**src/rtl/mini_src_bus_pkg.sv**
```systemverilog
// Shared definitions for the datapath bus source arbiter: source index codes
// (matching the downstream 32-to-5 select encoder) and the arbiter state type.
package mini_src_bus_pkg;

  localparam int NUM_BUS_SRC = 24;

  typedef logic [4:0] bus_src_idx_t;

  localparam bus_src_idx_t R0     = 5'd0;
  localparam bus_src_idx_t R1     = 5'd1;
  localparam bus_src_idx_t R2     = 5'd2;
  localparam bus_src_idx_t R3     = 5'd3;
  localparam bus_src_idx_t R4     = 5'd4;
  localparam bus_src_idx_t R5     = 5'd5;
  localparam bus_src_idx_t R6     = 5'd6;
  localparam bus_src_idx_t R7     = 5'd7;
  localparam bus_src_idx_t R8     = 5'd8;
  localparam bus_src_idx_t R9     = 5'd9;
  localparam bus_src_idx_t R10    = 5'd10;
  localparam bus_src_idx_t R11    = 5'd11;
  localparam bus_src_idx_t R12    = 5'd12;
  localparam bus_src_idx_t R13    = 5'd13;
  localparam bus_src_idx_t R14    = 5'd14;
  localparam bus_src_idx_t R15    = 5'd15;
  localparam bus_src_idx_t HI     = 5'd16;
  localparam bus_src_idx_t LO     = 5'd17;
  localparam bus_src_idx_t ZHI    = 5'd18;
  localparam bus_src_idx_t ZLO    = 5'd19;
  localparam bus_src_idx_t PC     = 5'd20;
  localparam bus_src_idx_t MDR    = 5'd21;
  localparam bus_src_idx_t INPORT = 5'd22;
  localparam bus_src_idx_t C      = 5'd23;

  typedef enum logic {
    ST_IDLE,
    ST_OWNED
  } arb_state_t;

endpackage

```
**src/rtl/bus_source_arbiter_rr_pick.sv**
```systemverilog
// Combinational rotating-priority picker: first set request at or after
// 'start', ascending and wrapping from N-1 back to 0.
module rr_pick
  import mini_src_bus_pkg::*;
#(
  parameter int N = NUM_BUS_SRC
) (
  input  logic [N-1:0]  req,
  input  bus_src_idx_t  start,
  output logic [N-1:0]  onehot,
  output bus_src_idx_t  idx,
  output logic          valid
);

  int pos;

  always_comb begin
    valid  = 1'b0;
    idx    = '0;
    onehot = '0;
    pos    = 0;
    for (int k = 0; k < N; k++) begin
      pos = (int'(start) + k) % N;
      if (!valid && req[pos]) begin
        valid = 1'b1;
        idx   = bus_src_idx_t'(pos);
      end
    end
    if (valid) onehot = {{(N-1){1'b0}}, 1'b1} << idx;
  end

endmodule

```
**src/rtl/bus_source_arbiter.sv**
```systemverilog
// Round-robin owner of the shared datapath bus with bounded hold time.
// Optional BUS_LOCK_EN adds a 'lock' input that suppresses forced rotation.
module bus_source_arbiter
  import mini_src_bus_pkg::*;
#(
  parameter int NUM_SRC  = NUM_BUS_SRC,
  parameter int MAX_HOLD = 4
) (
  input  logic               clock,
  input  logic               clear,
`ifdef BUS_LOCK_EN
  input  logic               lock,
`endif
  input  logic [NUM_SRC-1:0] req,
  output logic [NUM_SRC-1:0] gnt,
  output logic [4:0]         gnt_idx,
  output logic               bus_busy,
  output logic [2:0]         hold_cnt
);

  arb_state_t         state;
  bus_src_idx_t       rr_ptr;
  bus_src_idx_t       start;
  logic [NUM_SRC-1:0] pick_onehot;
  bus_src_idx_t       pick_idx;
  logic               pick_valid;
  logic               owner_req;
  logic               lock_hold;
  logic               keep;

  // The current owner is masked out, so a valid pick always means "someone else wants it".
  assign start     = (rr_ptr == bus_src_idx_t'(NUM_SRC-1)) ? '0 : rr_ptr + 5'd1;
  assign owner_req = |(req & gnt);

`ifdef BUS_LOCK_EN
  assign lock_hold = lock;
`else
  assign lock_hold = 1'b0;
`endif

  assign keep = (state == ST_OWNED) && owner_req &&
                ((int'(hold_cnt) + 1 < MAX_HOLD) || !pick_valid || lock_hold);

  rr_pick #(.N(NUM_SRC)) u_pick (
    .req    (req & ~gnt),
    .start  (start),
    .onehot (pick_onehot),
    .idx    (pick_idx),
    .valid  (pick_valid)
  );

  always_ff @(posedge clock) begin
    if (!clear) begin
      state    <= ST_IDLE;
      gnt      <= '0;
      gnt_idx  <= '0;
      bus_busy <= 1'b0;
      hold_cnt <= '0;
      rr_ptr   <= bus_src_idx_t'(NUM_SRC-1);
    end else if (keep) begin
      if (hold_cnt < 3'(MAX_HOLD)) hold_cnt <= hold_cnt + 3'd1;
    end else if (pick_valid) begin
      state    <= ST_OWNED;
      gnt      <= pick_onehot;
      gnt_idx  <= pick_idx;
      bus_busy <= 1'b1;
      hold_cnt <= '0;
      rr_ptr   <= pick_idx;
    end else begin
      state    <= ST_IDLE;
      gnt      <= '0;
      gnt_idx  <= '0;
      bus_busy <= 1'b0;
      hold_cnt <= '0;
    end
  end

endmodule

```
**config.mk**
```make
export PLATFORM = sky130hd
export DESIGN_NAME = bus_source_arbiter
export DESIGN_NICKNAME = d
export VERILOG_FILES = /design/src/rtl/mini_src_bus_pkg.sv /design/src/rtl/bus_source_arbiter_rr_pick.sv /design/src/rtl/bus_source_arbiter.sv
export SDC_FILE = /design/constraint.sdc
export NUM_CORES = 1
export LEC_CHECK = 0
export CAP_MARGIN = 5
export CORE_ASPECT_RATIO = 1.4
export CORE_UTILIZATION = 63
export CTS_BUF_LIST = sky130_fd_sc_hd__clkbuf_2
export CTS_CLUSTER_DIAMETER = 40
export CTS_CLUSTER_SIZE = 30
export DETAILED_ROUTE_END_ITERATION = 8
export PLACE_DENSITY_LB_ADDON = 0.05
export SYNTH_ARGS = -nofsm -noshare
export SYNTH_HDL_FRONTEND = slang
export SYNTH_SLANG_ARGS = --single-unit
```
**constraint.sdc**
```tcl
create_clock -name clock -period 8.58 [get_ports clock]
set_input_delay 1.716 -clock clock [delete_from_list [all_inputs] [get_ports clock]]
set_output_delay 1.716 -clock clock [all_outputs]
set_load 0.01 [all_outputs]
```
==> flow_metrics.tcl <==
set metrics [dict create \
    cp-end-kind "flop" \
    max_stage_delay_ns 0.65 \
    htree_levels 2 \
    fmaxAchievable_mhz 126.0 \
    ys_async_sr_fraction 0 \
    fp.dieH_um 147.4 \
    drc 0 \
    hp-class "reg2reg" \
    setup_viol 0 \
    gp_congestion 1.123 \
    die_area_um2 15610 \
    worstPathArrival_ns 8.31 \
    slew_violations 0 \
    grt_use_total 0.4895 \
    final_nets 1357 \
    slew-limit-headroom 0.2146 \
    first_iter_violations 1672 \
    hpwl_um 29800 \
    cts.repair.resized 0 \
    die_w_um 105.9 \
    tns_ns 0 \
    postCtsSetupRepairBufs 0 \
    n_fill_cell 1300 \
    drive_gt1_frac 0.1147 \
    vias 11330 \
    coreArea_um2 14570 \
    grt_pass1_vias 10410 \
    cts_max_path_buffers 2 \
    clkSinkCount 38 \
    holdWs_ns 0.5163 \
    worst_pin_slew_ns 1.177 \
    port_buffers 58 \
    period_minus_slack_ns 7.936 \
    critPathTopFamily "compound AO/OA/AOI/OAI gates" \
    antenna_found_initial 2 \
    skew_ns 0.01876 \
    drt_wl_total_um 38720 \
    cts_buffers 5 \
    clk_pin_slew_ns 0.23 \
    std_cell_rows 52 \
    maxCapViolations 0 \
    synthesis.nets 1353 \
    syn_area_um2 9517 \
    routedWlPerCell_um 26.14 \
    start_util 0.6530 \
    ant_nets 0 \
    cts_tree "yes" \
    layout_common_cells "nand2_1, nor2_1, a21oi_1, o21ai_0, clkdlybuf4s50_1" \
    overflow 0 \
    ys_seq_area_frac 0.07994 \
    synth_seq_cells 38 \
    syn_area_per_cell_um2 7.406 \
    ys_types 117 \
    synth_cells 1285 \
    cp_common_cell "ha_1" \
    final_common_cell "nand2_1" \
    hold_buffers 0 \
    final_cells 1481 \
    outcome "complete, no violations" \
    rsz0062_at_grt "false" \
    pre_cts_slack_ns 0.8897 \
    vias_per_cell 7.653 \
    root_buffer "clkbuf_2" \
    required_ns 8.95 \
    synth_ff_type "dfxtp_1" \
    pin_count 59 \
    fin_crit_sh 0.9249 \
    firstDrtPassIters 6 \
    cp_max_fo 26 \
    startpoint_type "flop" \
    synth-edff-count 0 \
    setup_ws_ns 0.6443 \
    grt_max_degree 48 \
    grt_pass1_wl_um 58910 \
    crit_slowest_cell "nor3_2" \
    hold_viol 0 \
    crit_buf_inv 3 \
    area_delta_synth_final_pct 6.705 \
    yosysWarnings 0 \
    placed_cells 1471 \
    clk_latency_ns 0.46 \
    timing_worst_setup_path_type "reg2reg" \
]
==> flip-flops by register name, summed over array words and instances (netlist names) <==
signal    count
gnt          24
gnt_idx       5
rr_ptr        5
hold_cnt      3
state         1
==> layout make-up <==
cell class | instances | area [um^2] | area share
multi-input cells | 1122 | 8147 | 0.8022
well taps | 189 | 236.5 | 0.02329
diodes | 2 | 5.005 | 0.0004929
clock inverters | 3 | 68.82 | 0.006777
flip-flops and latches | 38 | 760.7 | 0.07491
repair buffers | 81 | 753.2 | 0.07417
clock buffers | 5 | 25.02 | 0.002464
inverters | 41 | 158.9 | 0.01565
==> layer usage <==
metal,GRT usage,vias to the layer above,routed length (um)
met4,0.4160,0,3717
met3,0.09700,251,4103
met5,0,-,0
li1,-,4974,-
met2,0.7987,850,17440
met1,0.5444,5259,13460
==> cell usage after synthesis (18+ instances only) <==
| cell type | n | share of area |
|---|---|---|
| a211oi_1 | 22 | 0.017 |
| nor3_1 | 35 | 0.018 |
| dfxtp_1 | 38 | 0.080 |
| nand2b_1 | 31 | 0.020 |
| a31oi_1 | 18 | 0.012 |
| and3_1 | 25 | 0.016 |
| nor2b_1 | 45 | 0.030 |
| nand3_1 | 54 | 0.028 |
| inv_1 | 31 | 0.012 |
| o31ai_1 | 28 | 0.022 |
| a21oi_1 | 74 | 0.039 |
| mux4_2 | 21 | 0.050 |
| ha_1 | 42 | 0.055 |
| nand2_1 | 120 | 0.047 |
| o21ai_0 | 64 | 0.034 |
| buf_2 | 31 | 0.016 |
| mux2i_1 | 52 | 0.055 |
| clkbuf_1 | 33 | 0.013 |
| nor2_1 | 82 | 0.032 |
==> through the flow <==
step / cell area, um^2 / util
after detailed placement: 10060 / 0.6900
after CTS: 10150 / 0.6964
after global routing: 10150 / 0.6966
after floorplan: 9517 / -
after global placement: 10060 / 0.6900
final: 10150 / 0.6968
==> worst reg2reg max path: stages, from the launching register on <==
cell       delay, ns
dfxtp_1         0.36
buf_4           0.25
ha_1            0.34
a21o_1          0.25
mux2_4          0.33
inv_1           0.10
ha_1            0.20
buf_4           0.23
a21oi_1         0.54
o21ai_0         0.38
nand2_1         0.26
a21boi_0        0.23
ha_1            0.21
nor2b_1         0.05
a221o_1         0.28
mux2_1          0.29
a22o_1          0.28
xnor2_1         0.28
a2bb2oi_2       0.22
o211ai_1        0.19
nor3_2          0.65
and3_1          0.50
a22o_1          0.23
a2111oi_2       0.06
or2_4           0.30
or4_4           0.58
o31ai_1         0.25
==> final timing paths <==
path	startpoint	endpoint	slack [ns]	depth (start not counted)
min	gnt_idx[1]	gnt_idx[1]	0.52	2
max reg2reg	rr_ptr[0]	gnt[3]	0.64	26
min reg2reg	gnt_idx[1]	gnt_idx[1]	0.52	2
max	rr_ptr[0]	gnt[3]	0.64	26
==> cell families after synthesis <==
family | count (synthesis) | share of synthesized area
multiplexers | 94 | 0.1303
buffers and inverters | 125 | 0.06456
AO/OA/AOI/OAI | 455 | 0.3531
XOR/XNOR | 26 | 0.03011
flip-flops | 38 | 0.07994
AND/OR/NAND/NOR | 505 | 0.2868
adder cells (fa/ha/maj) | 42 | 0.05522
Power is left out: the tool's default activity adds up to more than one toggle a clock period on the data nets, which glitch-free logic cannot reach.
